==> src/rtl/wt_cache_pkg.sv <==
// rtl/wt_cache_pkg.sv - shared id layout, source encoding and memory request/response types
package wt_cache_pkg;

  localparam int unsigned DefMemTidWidth = 2;
  localparam int unsigned DefAddrWidth   = 64;
  localparam int unsigned DefDataWidth   = 64;
  localparam int unsigned DefMemIdWidth  = DefMemTidWidth + 1;

  // Requester slots shared by the round-robin arbiter and the id MSB
  localparam int unsigned RrIdxIcache = 0;
  localparam int unsigned RrIdxDcache = 1;

  // MSB of a memory id names the requester that owns it
  typedef enum logic {
    SRC_ICACHE = 1'b0,
    SRC_DCACHE = 1'b1
  } mem_src_e;

  typedef struct packed {
    logic [DefAddrWidth-1:0]   addr;
    logic [DefDataWidth-1:0]   data;
    logic [DefDataWidth/8-1:0] be;
    logic                      store;
    logic [DefMemIdWidth-1:0]  id;
  } mem_req_t;

  typedef struct packed {
    logic                     valid;
    logic [DefMemIdWidth-1:0] id;
    logic                     store_ack;
  } mem_rsp_t;

  // A memory id is the requester tid with the source bit prepended
  function automatic int unsigned mem_id_width(input int unsigned tid_width);
    return tid_width + 1;
  endfunction

endpackage

==> src/rtl/rr_arb_2.sv <==
// rtl/rr_arb_2.sv - two-way round-robin arbiter, dcache favoured out of reset
module rr_arb_2
  import wt_cache_pkg::*;
(
  input  logic       i_clk,
  input  logic       i_rst_n,
  input  logic [1:0] i_req,
  output logic [1:0] o_gnt
);

  // 1: dcache slot holds priority for the next contested grant
  logic r_prio_dc;

  // Pick the priority holder when both request, otherwise whoever requests
  always_comb begin
    o_gnt = 2'b00;
    if (i_req[RrIdxDcache] && (r_prio_dc || !i_req[RrIdxIcache])) begin
      o_gnt[RrIdxDcache] = 1'b1;
    end else if (i_req[RrIdxIcache]) begin
      o_gnt[RrIdxIcache] = 1'b1;
    end
  end

  // The winner hands priority to the other side
  always_ff @(posedge i_clk) begin
    if (!i_rst_n) begin
      r_prio_dc <= 1'b1;
    end else if (o_gnt[RrIdxDcache]) begin
      r_prio_dc <= 1'b0;
    end else if (o_gnt[RrIdxIcache]) begin
      r_prio_dc <= 1'b1;
    end
  end

endmodule

==> src/rtl/wt_mem_arbiter.sv <==
// rtl/wt_mem_arbiter.sv - icache/dcache request arbiter onto one memory port
module wt_mem_arbiter
  import wt_cache_pkg::*;
#(
  parameter int unsigned MemTidWidth          = 2,
  parameter int unsigned MaxOutstandingStores = 7,
  parameter int unsigned AddrWidth            = 64,
  parameter int unsigned DataWidth            = 64
) (
  input  logic                     clk_i,
  input  logic                     rst_ni,
  input  logic                     icache_req_valid_i,
  output logic                     icache_req_ready_o,
  input  logic [AddrWidth-1:0]     icache_req_addr_i,
  input  logic [MemTidWidth-1:0]   icache_req_tid_i,
  input  logic                     dcache_req_valid_i,
  output logic                     dcache_req_ready_o,
  input  logic [AddrWidth-1:0]     dcache_req_addr_i,
  input  logic [DataWidth-1:0]     dcache_req_data_i,
  input  logic [DataWidth/8-1:0]   dcache_req_be_i,
  input  logic                     dcache_req_store_i,
  input  logic [MemTidWidth-1:0]   dcache_req_tid_i,
  output logic                     mem_req_valid_o,
  input  logic                     mem_req_ready_i,
  output logic [AddrWidth-1:0]     mem_req_addr_o,
  output logic [DataWidth-1:0]     mem_req_data_o,
  output logic [DataWidth/8-1:0]   mem_req_be_o,
  output logic                     mem_req_store_o,
  output logic [MemTidWidth:0]     mem_req_id_o,
  input  logic                     mem_rsp_valid_i,
  input  logic [MemTidWidth:0]     mem_rsp_id_i,
  input  logic                     mem_rsp_store_ack_i,
  output logic                     icache_rsp_valid_o,
  output logic [MemTidWidth-1:0]   icache_rsp_tid_o,
  output logic                     dcache_rsp_valid_o,
  output logic [MemTidWidth-1:0]   dcache_rsp_tid_o,
  output logic                     dcache_rsp_store_ack_o,
  input  logic                     drain_i,
  output logic                     drained_o
);

  localparam int unsigned IdWidth  = mem_id_width(MemTidWidth);
  localparam int unsigned NumIds   = 1 << IdWidth;
  localparam int unsigned CntWidth = $clog2(MaxOutstandingStores + 1);
  localparam logic [CntWidth-1:0] MaxStores = CntWidth'(MaxOutstandingStores);

  logic                   r_valid;
  logic [AddrWidth-1:0]   r_addr;
  logic [DataWidth-1:0]   r_data;
  logic [DataWidth/8-1:0] r_be;
  logic                   r_store;
  logic [IdWidth-1:0]     r_id;
  logic [NumIds-1:0]      r_busy;
  logic [CntWidth-1:0]    r_store_cnt;

  logic [IdWidth-1:0] w_ic_id;
  logic [IdWidth-1:0] w_dc_id;
  logic [IdWidth-1:0] w_gnt_id;
  logic               w_stage_free;
  logic               w_ic_elig;
  logic               w_dc_elig;
  logic [1:0]         w_req;
  logic [1:0]         w_gnt;
  logic               w_grant;
  logic               w_gnt_dc;
  logic               w_cnt_inc;
  logic               w_cnt_dec;
  logic [NumIds-1:0]  w_busy_set;
  logic [NumIds-1:0]  w_busy_clr;

  assign w_ic_id = {SRC_ICACHE, icache_req_tid_i};
  assign w_dc_id = {SRC_DCACHE, dcache_req_tid_i};

  // The stage can take a new request if empty or if it is leaving this cycle
  assign w_stage_free = !r_valid || mem_req_ready_i;

  assign w_ic_elig = icache_req_valid_i && !r_busy[w_ic_id];
  assign w_dc_elig = dcache_req_valid_i && !r_busy[w_dc_id] &&
                     (!dcache_req_store_i || (r_store_cnt < MaxStores));

  assign w_req[RrIdxIcache] = w_ic_elig && w_stage_free && !drain_i;
  assign w_req[RrIdxDcache] = w_dc_elig && w_stage_free && !drain_i;

  rr_arb_2 u_rr_arb (
    .i_clk   (clk_i),
    .i_rst_n (rst_ni),
    .i_req   (w_req),
    .o_gnt   (w_gnt)
  );

  assign w_gnt_dc = w_gnt[RrIdxDcache];
  assign w_grant  = |w_gnt;
  assign w_gnt_id = w_gnt_dc ? w_dc_id : w_ic_id;

  assign icache_req_ready_o = w_gnt[RrIdxIcache];
  assign dcache_req_ready_o = w_gnt[RrIdxDcache];

  // Output register: load on grant, empty once the memory side accepts it
  always_ff @(posedge clk_i) begin
    if (!rst_ni) begin
      r_valid <= 1'b0;
      r_addr  <= '0;
      r_data  <= '0;
      r_be    <= '0;
      r_store <= 1'b0;
      r_id    <= '0;
    end else if (w_grant) begin
      // icache fetches carry no write payload
      r_valid <= 1'b1;
      r_addr  <= w_gnt_dc ? dcache_req_addr_i : icache_req_addr_i;
      r_data  <= w_gnt_dc ? dcache_req_data_i : '0;
      r_be    <= w_gnt_dc ? dcache_req_be_i : '0;
      r_store <= w_gnt_dc && dcache_req_store_i;
      r_id    <= w_gnt_id;
    end else if (mem_req_ready_i) begin
      r_valid <= 1'b0;
    end
  end

  // One-hot set/clear masks; a clear of the same id as a set wins
  always_comb begin
    w_busy_set = '0;
    w_busy_clr = '0;
    if (w_grant) begin
      w_busy_set[w_gnt_id] = 1'b1;
    end
    if (mem_rsp_valid_i) begin
      w_busy_clr[mem_rsp_id_i] = 1'b1;
    end
  end

  // Outstanding id bitmap
  always_ff @(posedge clk_i) begin
    if (!rst_ni) begin
      r_busy <= '0;
    end else begin
      r_busy <= (r_busy | w_busy_set) & ~w_busy_clr;
    end
  end

  assign w_cnt_inc = w_gnt_dc && dcache_req_store_i;
  assign w_cnt_dec = mem_rsp_valid_i && mem_rsp_store_ack_i && (r_store_cnt != '0);

  // Unacknowledged store counter; a stray ack at zero is dropped
  always_ff @(posedge clk_i) begin
    if (!rst_ni) begin
      r_store_cnt <= '0;
    end else if (w_cnt_inc && !w_cnt_dec) begin
      r_store_cnt <= r_store_cnt + 1'b1;
    end else if (w_cnt_dec && !w_cnt_inc) begin
      r_store_cnt <= r_store_cnt - 1'b1;
    end
  end

  assign mem_req_valid_o = r_valid;
  assign mem_req_addr_o  = r_addr;
  assign mem_req_data_o  = r_data;
  assign mem_req_be_o    = r_be;
  assign mem_req_store_o = r_store;
  assign mem_req_id_o    = r_id;

  // Responses steer on the source bit alone, even for ids not marked busy
  assign icache_rsp_valid_o     = mem_rsp_valid_i && (mem_rsp_id_i[IdWidth-1] == SRC_ICACHE);
  assign dcache_rsp_valid_o     = mem_rsp_valid_i && (mem_rsp_id_i[IdWidth-1] == SRC_DCACHE);
  assign icache_rsp_tid_o       = mem_rsp_id_i[MemTidWidth-1:0];
  assign dcache_rsp_tid_o       = mem_rsp_id_i[MemTidWidth-1:0];
  assign dcache_rsp_store_ack_o = dcache_rsp_valid_o && mem_rsp_store_ack_i;

  assign drained_o = !r_valid && (r_busy == '0) && (r_store_cnt == '0);

endmodule

==> config.mk <==
export PLATFORM = sky130hd
export DESIGN_NAME = wt_mem_arbiter
export DESIGN_NICKNAME = d
export VERILOG_FILES = /design/src/rtl/wt_cache_pkg.sv /design/src/rtl/rr_arb_2.sv /design/src/rtl/wt_mem_arbiter.sv
export SDC_FILE = /design/constraint.sdc
export NUM_CORES = 1
export LEC_CHECK = 0
export BUFFER_PORTS_ARGS = -buffer_cell sky130_fd_sc_hd__buf_2
export CORE_AREA = 2 2 144 146
export CTS_CLUSTER_SIZE = 14
export DETAILED_ROUTE_END_ITERATION = 10
export DIE_AREA = 0 0 146 148
export PLACE_DENSITY = 0.66
export SLEW_MARGIN = 0
export SYNTH_ARGS = -nofsm -noshare
export SYNTH_HDL_FRONTEND = slang
export SYNTH_SLANG_ARGS = --single-unit
export TNS_END_PERCENT = 100
==> constraint.sdc <==
create_clock -name clk_i -period 4.3 [get_ports clk_i]
set_clock_uncertainty 0.15 [all_clocks]
set_input_delay 0.645 -clock clk_i [delete_from_list [all_inputs] [get_ports clk_i]]
set_output_delay 0.645 -clock clk_i [all_outputs]
set_load 0.005 [all_outputs]
# Word level (Yosys, flattened, before mapping)
# Index checks and enable logic that the tools add are counted.
# Widths: inputs -> output; s select.
# totals
register_bits	153
in_bits	216
out_inout_bits	151
elab_cells	83
# classes
add_sub_neg	2
n_lt_le_gt_ge	7
n_mux	23
bitwise	4
n_reduce_logical	38
# ops
cell	n
$mux 64	2
$mux 8	3
$logic_and 1x1->1	20
$lt 3x4->1 const B	3
$mux 1	11
$mux 3	3
$and 8x8->8	1
$logic_not 1->1	8
$logic_not 8->1	1
$not 8->8	1
$or 8x8->8	1
$demux 1 s3	2
$ge 3x1->1 const B	2
$reduce_bool 2->1	3
$bmux 1 s2	2
$lt 2x4->1 const B	1
$add 3x1->3 const B	1
$logic_not 3->1	1
$logic_or 1x1->1	3
$lt 3x3->1 const B	1
$reduce_bool 3->1	1
$sub 3x1->3 const B	1
$reduce_or 2->1	1
$not 1->1	1

# Depth between registers and ports, before layout
# Gate-level depths: netlist of the first run.
# depth
ltp_word	18
ltp_mapped	13
ltp_nobuf	11

# Modules after synthesis
# A second synthesis of the first run with hierarchy kept.
# unflattened
hier_cells	773
hier_area_um2	6966.7
# by_module_without_submodules
module	instances	cells_per_inst	area_each_um2	seq_area_each_um2
wt_mem_arbiter	1	766	6905.4	3042.9
rr_arb_2	1	7	61.3	20.0

# Least setup slack after synthesis of the first run
# No wires, ideal clock.
# synth_timing
path_kind	input port to flip-flop
startpoint	input dcache_req_tid_i[0]
endpoint	register r_store_cnt[2]
setup_time_ns	0.076
t_arrival_ns	3.345
required_time_ns	4.074
path_slack_ns	0.730
cell_stages	13
path_buffers	2
path_cell_list	mux4_2 > nor3b_2 > o211ai_2 > inv_2 > buf_2 > buf_2 > and2_1 > ha_1 > inv_1 > fa_1 > xor2_1 > or3_1 > a21boi_0
# synth_via
elab_chain_cells	13
elab_cells_between_ends	15
cone_classes	mux (4); reduce/logical (11)
# synth_lines
item	line_no	source
start, declared	wt_mem_arbiter.sv:22	input logic [MemTidWidth-1:0] dcache_req_tid_i,
$bmux 1 s2 (*)	wt_mem_arbiter.sv:78	assign w_dc_elig = dcache_req_valid_i && !r_busy[w_dc_id] &&
$mux 1 (not written as such) (*)	wt_mem_arbiter.sv:78	
$logic_not 1->1 (*)	wt_mem_arbiter.sv:78	
$logic_and 1x1->1 (*) (2 in a row)	wt_mem_arbiter.sv:78	
$logic_and 1x1->1 (*) (2 in a row)	wt_mem_arbiter.sv:82	assign w_req[RrIdxDcache] = w_dc_elig && w_stage_free && !drain_i;
$logic_and 1x1->1 (*)	rr_arb_2.sv:17	if (i_req[RrIdxDcache] && (r_prio_dc || !i_req[RrIdxIcache])) begin
$mux 1 (*)	rr_arb_2.sv:17	
via dcache_req_ready_o	wt_mem_arbiter.sv:17	output logic dcache_req_ready_o,
$logic_and 1x1->1 (*)	wt_mem_arbiter.sv:141	assign w_cnt_inc = w_gnt_dc && dcache_req_store_i;
via w_cnt_inc	wt_mem_arbiter.sv:66	logic w_cnt_inc;
$logic_not 1->1	wt_mem_arbiter.sv:150	end else if (w_cnt_dec && !w_cnt_inc) begin
$logic_and 1x1->1	wt_mem_arbiter.sv:150	
$reduce_bool 2->1 (no line)	--	
end signal, assigned	wt_mem_arbiter.sv:149	r_store_cnt <= r_store_cnt + 1'b1;
end signal, assigned	wt_mem_arbiter.sv:151	r_store_cnt <= r_store_cnt - 1'b1;
end, declared	wt_mem_arbiter.sv:54	logic [CntWidth-1:0] r_store_cnt;
# Mark *: on every way through the listed nets, which the timed path passes. The rest lies on a longest branch. The select of a mux whose other input is x is not followed.
# A chain may end at the register's enable or synchronous reset.

# Final worst setup path of the first run
# layout_timing
startpoint	input dcache_req_tid_i[0]
endpoint	output dcache_req_ready_o
# layout_via
elab_chain_cells	9
# layout_lines
item	line_no
$bmux 1 s2	wt_mem_arbiter.sv:78
$mux 1 (not written as such)	wt_mem_arbiter.sv:78
$logic_not 1->1	wt_mem_arbiter.sv:78
$logic_and 1x1->1 (2 in a row)	wt_mem_arbiter.sv:78
$logic_and 1x1->1 (2 in a row)	wt_mem_arbiter.sv:82
$logic_and 1x1->1	rr_arb_2.sv:17
$mux 1	rr_arb_2.sv:17
end, declared	wt_mem_arbiter.sv:17
# Every way passes these cells. The select of a mux whose other input is x is not followed.

==> results.yml, run 1 <==
layout:
  final_nets: 1126
  layout-area-overhead-vs-synth_pct: 43.0
  layout_commonest_cell: "buf_2"
  final_cell_mix: "buf_2, dfxtp_1, nor2b_1, a22oi_1, and3_1"
  drive_above_1_share_pct: 45.3
  postLayoutCellArea_mm2: 0.00853
  fillCellCount: 1998
cts:
  cts_tree: "built"
  clk_pin_slew_ns: 0.07
  clock-root-buffer: "clkbuf_16"
  cts_setup_buffers: 0
  cts_buffers: 17
  clock_path_buffers: 2
  cts_resized: 0
  clock_sinks: 153
  htreeDepth: 4
  clk_latency_ns: 0.41
  holdBufCountCts: 0
worst_hold_path:
  hold_depth: 2
  worstHoldEndpoint: "mem_req_addr_o[12]"
  hp-class: "in -> reg"
  holdCritStartpoint: "dcache_req_addr_i[12]"
critical_path:
  crit_slowest_cell: "buf_4"
  cp.arrival_ns: 2.81
  crit_path_max_fanout: 72
  crit_top_cell: "buf_2"
  rr_worst_depth: 11
  worstPathCellList: "buf_2 > mux4_2 > nor3b_2 > o211ai_2 > inv_2 > buf_4 > buf_2"
  worst_setup_path_end_kind: "output pin"
  required_ns: 3.50
  path_class: "in -> out"
  crit_path_max_incr_delay_ns: 0.58
  r2r_start: "r_busy[6]"
  start_kind: "input port"
  rr_endpoint: "r_store_cnt[2]"
  r2r_slack_ns: 1.21
route:
  wl_met2_um: 9330
  dr.pass1.iters: 5
  wl_met3_um: 1240
  highest_layer: "met4"
  wire_per_inst_um: 16.2
  ant_nets: 0
  vias_per_cell: 4.90
  drc: 0
  drt-initial-drc-count: 331
  routed_wl_um: 19300
  num_vias: 5841
  met1_length_um: 8290
floorplan:
  start_util_pct: 29.8
  die_w_um: 146
  core_area_mm2: 0.0200
  ios: 367
  dieArea_mm2: 0.0216
  die_h_um: 148
  num_rows: 52
grt:
  grt_max_degree: 92
  grt_overflow: 0
  grt_pass1_vias: 5675
  grt_first_pass_wirelength_um: 30000
  antenna_found_initial: 0
  track_usage_pct: 17.3
pwr:
  vdd_drop_max_mv: 0.271
  power.leakage_nw: 4.24
  pwr_density_cell_mw_per_mm2: 414
timing:
  max_freq_ghz: 0.277
  fin_crit_ns: 3.60
  hold_violations: 0
  fin_tns_setup_ns: 0
  worst_pin_slew_ns: 0.767
  finalCritPeriodShare_pct: 83.8
  drv_slew: 0
  setup_viol: 0
  relSlewSlack_pct: 48.8
  rsz0062_at_grt: "no"
logic_synthesis:
  synth_top_area_share_pct: 51.4
  synth_area_leaders: "dfxtp_1, a221o_1, a22oi_1"
  yosys_warnings: 0
  synth_cells: 575
  ys_types: 45
  yosysTopAreaCell: "dfxtp_1"
  synth_nets: 793
  ys_ff_latch: 153
  netlist_area_mm2: 0.00596
  yosysSeqAreaShare_pct: 51.4
  avgSynthCellArea_um2: 10.4
placed_design:
  gp_congestion: 0.787
  port_buffers: 366
  place_hpwl_um: 13500
  place_area_mm2: 0.00795
outcome:
  status: "completed"
flow_run:
  drv_cap: 0
-- metal layers --
| metal | vias to the layer above | track usage, % |
|---|---|---|
| met3 | 32 | 4.69 |
| li1 | 2823 | - |
| met5 | - | 0 |
| met2 | 244 | 28.5 |
| met1 | 2742 | 21.6 |
| met4 | 0 | 6.50 |
-- logic make-up after synthesis --
kind of cell | count (synthesis) | synth area share, %
buffers and inverters | 62 | 4.80
xor gates and xnor gates | 2 | 0.294
adders and majority gates | 2 | 0.545
AOI/OAI and AO/OA | 174 | 23.8
muxes | 4 | 0.902
DFF | 153 | 51.4
and+or+nand+nor | 178 | 18.3
-- flip-flops by register name (all words and copies together), names as in the netlist --
register,count
mem_req_addr_o,64
mem_req_data_o,64
mem_req_be_o,8
r_busy,8
mem_req_id_o,3
r_store_cnt,3
mem_req_store_o,1
mem_req_valid_o,1
u_rr_arb.r_prio_dc,1
-- worst max-delay path by stage --
stage	startpoint	endpoint	slack (ns)	depth (start not counted)
detailed placement	dcache_req_tid_i[0]	dcache_req_ready_o	0.67	7
global placement	dcache_req_tid_i[0]	dcache_req_ready_o	0.72	7
finish	dcache_req_tid_i[0]	dcache_req_ready_o	0.70	7
CTS	dcache_req_tid_i[0]	dcache_req_ready_o	0.69	7
floorplan	dcache_req_tid_i[0]	r_store_cnt[2]	0.73	13
global route	dcache_req_tid_i[0]	dcache_req_ready_o	0.46	7
-- worst max-delay path: cells and delay by family --
family / cells / cell delay, ns
buf+inv: 4 / 1.08
mux: 1 / 0.53
simple gates: 1 / 0.28
compound gates: 1 / 0.25
-- Yosys cell counts (all sizes together) --
master	number
mux4	1
nor4	1
o21ai	10
nor2b	78
mux2	1
clkbuf	38
nor2	5
or3b	1
a211oi	1
a22oi	73
xor2	1
a21boi	2
and2	5
a21oi	16
ha	1
and3	62
xnor2	1
fa	1
o311a	1
o211ai	2
a31o	1
a2bb2oi	1
or4	1
o221a	4
mux2i	2
nor3b	4
nand2	10
and4	1
dfxtp	153
or3	1
inv	3
buf	21
o31ai	1
nor3	2
a31oi	1
a21o	1
nand3b	1
a221o	60
nand2b	6
-- through the flow --
step | worst slack [ns] | utilization [%] | total power, W | cells | hold WS (ns)
CTS | 0.691 | 42.5 | 0.00357 | 1191 | 0.274
global placement | 0.724 | 39.7 | 0.00208 | 1159 | 0.340
global route | 0.460 | 42.5 | 0.00369 | 1191 | 0.271
floorplan | 0.730 | - | 0.00183 | 575 | 0.312
finish | 0.695 | 42.6 | 0.00353 | 1192 | 0.303
detailed placement | 0.672 | 39.7 | 0.00208 | 1159 | 0.347
-- area by class of cell --
type / instances / area, um2 / area share, %
Antenna cell: 1 / 2.50 / 0.0293
Clock inverter: 13 / 133 / 1.56
Tap cell: 270 / 338 / 3.96
Multi-Input combinational cell: 360 / 2630 / 30.8
Timing Repair Buffer: 373 / 1910 / 22.4
Inverter: 3 / 11.3 / 0.132
Sequential cell: 153 / 3060 / 35.9
Clock buffer: 19 / 443 / 5.19
-- where the power goes --
part | leakage, nW | total [W] | internal [W] | switching [W]
Clock | 0.275 | 0.00147 | 0.000830 | 0.000642
Combinational | 2.72 | 0.000494 | 0.000254 | 0.000240
Sequential | 1.25 | 0.00156 | 0.00151 | 0.0000497
Total | 4.24 | 0.00353 | 0.00259 | 0.000932
Power figures use the tool's default switching activity.
==> inputs of run 2 (changes only) <==
==> constraint.sdc (replaced) <==
create_clock -name clk_i -period 3.73 [get_ports clk_i]
set_clock_uncertainty 0.15 [all_clocks]
set_input_delay 0.5595 -clock clk_i [delete_from_list [all_inputs] [get_ports clk_i]]
set_output_delay 0.5595 -clock clk_i [all_outputs]
set_load 0.005 [all_outputs]
==> results.yml, run 2 (synthesis gave the netlist of run 1 again) <==
timing:
  rsz0062_at_grt: "no"
  hold_violations: 0
  fin_tns_setup_ns: 0
  max_freq_ghz: 0.328
  fin_crit_ns: 3.05
  finalCritPeriodShare_pct: 81.8
  setup_viol: 0
  drv_slew: 0
  relSlewSlack_pct: 54.7
  worst_pin_slew_ns: 0.680
critical_path:
  crit_path_max_fanout: 37
  r2r_start: "r_busy[6]"
  rr_endpoint: "r_store_cnt[2]"
  cp.arrival_ns: 2.34
  crit_top_cell: "buf_2"
  required_ns: 3.02
  worstPathCellList: "buf_2 > mux4_2 > nor3b_2 > o211ai_2 > inv_2 > buf_4 > buf_2"
  worst_setup_path_end_kind: "output pin"
  start_kind: "input port"
  path_class: "in -> out"
  rr_worst_depth: 11
  crit_slowest_cell: "mux4_2"
  crit_path_max_incr_delay_ns: 0.53
  r2r_slack_ns: 0.84
layout:
  post-route-util_pct: 42.7
  fillCellCount: 2003
  layout_commonest_cell: "buf_2"
  drive_above_1_share_pct: 45.3
  final_nets: 1128
  layout-area-overhead-vs-synth_pct: 43.6
  final_cell_mix: "buf_2, dfxtp_1, nor2b_1, a22oi_1, and3_1"
  diodes: 0
  layoutNonFillerInstCount: 1193
pwr:
  pwr_density_cell_mw_per_mm2: 479
  clockPowerShare_pct: 42.2
  power_switching_w: 0.00105
  vdd_drop_max_mv: 0.286
  power.leakage_nw: 4.26
  swShare_pct: 25.6
  power.internal_w: 0.00305
  combPwrFrac_pct: 13.9
  seqPwrFrac_pct: 43.9
cts:
  clock_sinks: 153
  clock-root-buffer: "clkbuf_16"
  cts_setup_buffers: 0
  clock_path_buffers: 2
  clk_pin_slew_ns: 0.07
  cts_tree: "built"
  cts_resized: 0
  cts_buffers: 17
  htreeDepth: 4
  holdBufCountCts: 0
  clk_latency_ns: 0.42
floorplan:
  die_w_um: 146
  dieArea_mm2: 0.0216
  start_util_pct: 29.8
  ios: 367
  num_rows: 52
  core_area_mm2: 0.0200
  die_h_um: 148
grt:
  grt_max_degree: 79
  grt_pass1_vias: 5626
  grt_util_met1_pct: 21.0
  track_usage_pct: 17.1
  met3_usage_pct: 4.10
  grt_overflow: 0
  use_met2_pct: 29.1
  grt_first_pass_wirelength_um: 29800
  antenna_found_initial: 0
  grt.busiest_layer: "met2"
placed_design:
  port_buffers: 366
  place_inst: 1161
  gp_congestion: 0.799
  place_hpwl_um: 13600
route:
  drt-initial-drc-count: 398
  routed_wl_um: 19400
  vias_per_cell: 4.88
  num_vias: 5825
  wire_per_inst_um: 16.3
  ant_nets: 0
  dr.pass1.iters: 5
  drc: 0
worst_hold_path:
  hold_depth: 2
  holdCritStartpoint: "icache_req_addr_i[59]"
  hp-class: "in -> reg"
  worstHoldEndpoint: "mem_req_addr_o[59]"
outcome:
  status: "completed"
flow_run:
  drv_cap: 0
## run 2: how the worst max path moves through the flow
stage | from | endpoint
final | dcache_req_tid_i[0] | dcache_req_ready_o
after global routing | r_busy[6] | dcache_req_ready_o
after CTS | r_busy[6] | dcache_req_ready_o
after detailed placement | dcache_req_tid_i[0] | r_store_cnt[2]
after global placement | dcache_req_tid_i[0] | r_store_cnt[2]
after floorplan | dcache_req_tid_i[0] | r_store_cnt[2]
## run 2: layout make-up
class / count / area (um2) / area share [%]
clock buffers: 20 / 447 / 5.22
repair buffers: 375 / 1940 / 22.6
clock inverters: 12 / 140 / 1.64
multi-input cells: 360 / 2630 / 30.7
flip-flops and latches: 153 / 3060 / 35.8
inverters: 3 / 11.3 / 0.132
well taps: 270 / 338 / 3.95
## run 2: metal layers
layer | wire length [um] | share of wire [%]
met5 | 0 | 0
met4 | 415 | 2.1
met3 | 1330 | 6.8
met2 | 9500 | 49
met1 | 8160 | 42
## run 2: power groups by stage
stage | clock network, W | logic [W] | registers (W)
final | 0.00173 | 0.000572 | 0.00180
after global routing | 0.00185 | 0.000630 | 0.00181
after CTS | 0.00178 | 0.000576 | 0.00180
after detailed placement | 0 | 0.000576 | 0.00183
after global placement | 0 | 0.000570 | 0.00183
after floorplan | 0 | 0.000277 | 0.00184
## run 2: stage by stage
| stage | instance area (um2) | worst slack [ns] | hold WS (ns) | total power (W) |
|---|---|---|---|---|
| after global placement | 7980 | 0.486 | 0.340 | 0.00240 |
| after global routing | 8560 | 0.574 | 0.194 | 0.00429 |
| after detailed placement | 7980 | 0.418 | 0.349 | 0.00240 |
| final | 8560 | 0.679 | 0.209 | 0.00410 |
| after floorplan | 5960 | 0.245 | 0.312 | 0.00211 |
| after CTS | 8560 | 0.666 | 0.184 | 0.00415 |
## run 2: worst max-delay path: cells and delay by family
kind / cells / cell delay, ns
AO/OA/AOI/OAI: 1 / 0.16
buffers and inverters: 4 / 0.81
multiplexers: 1 / 0.53
AND/OR/NAND/NOR: 1 / 0.28
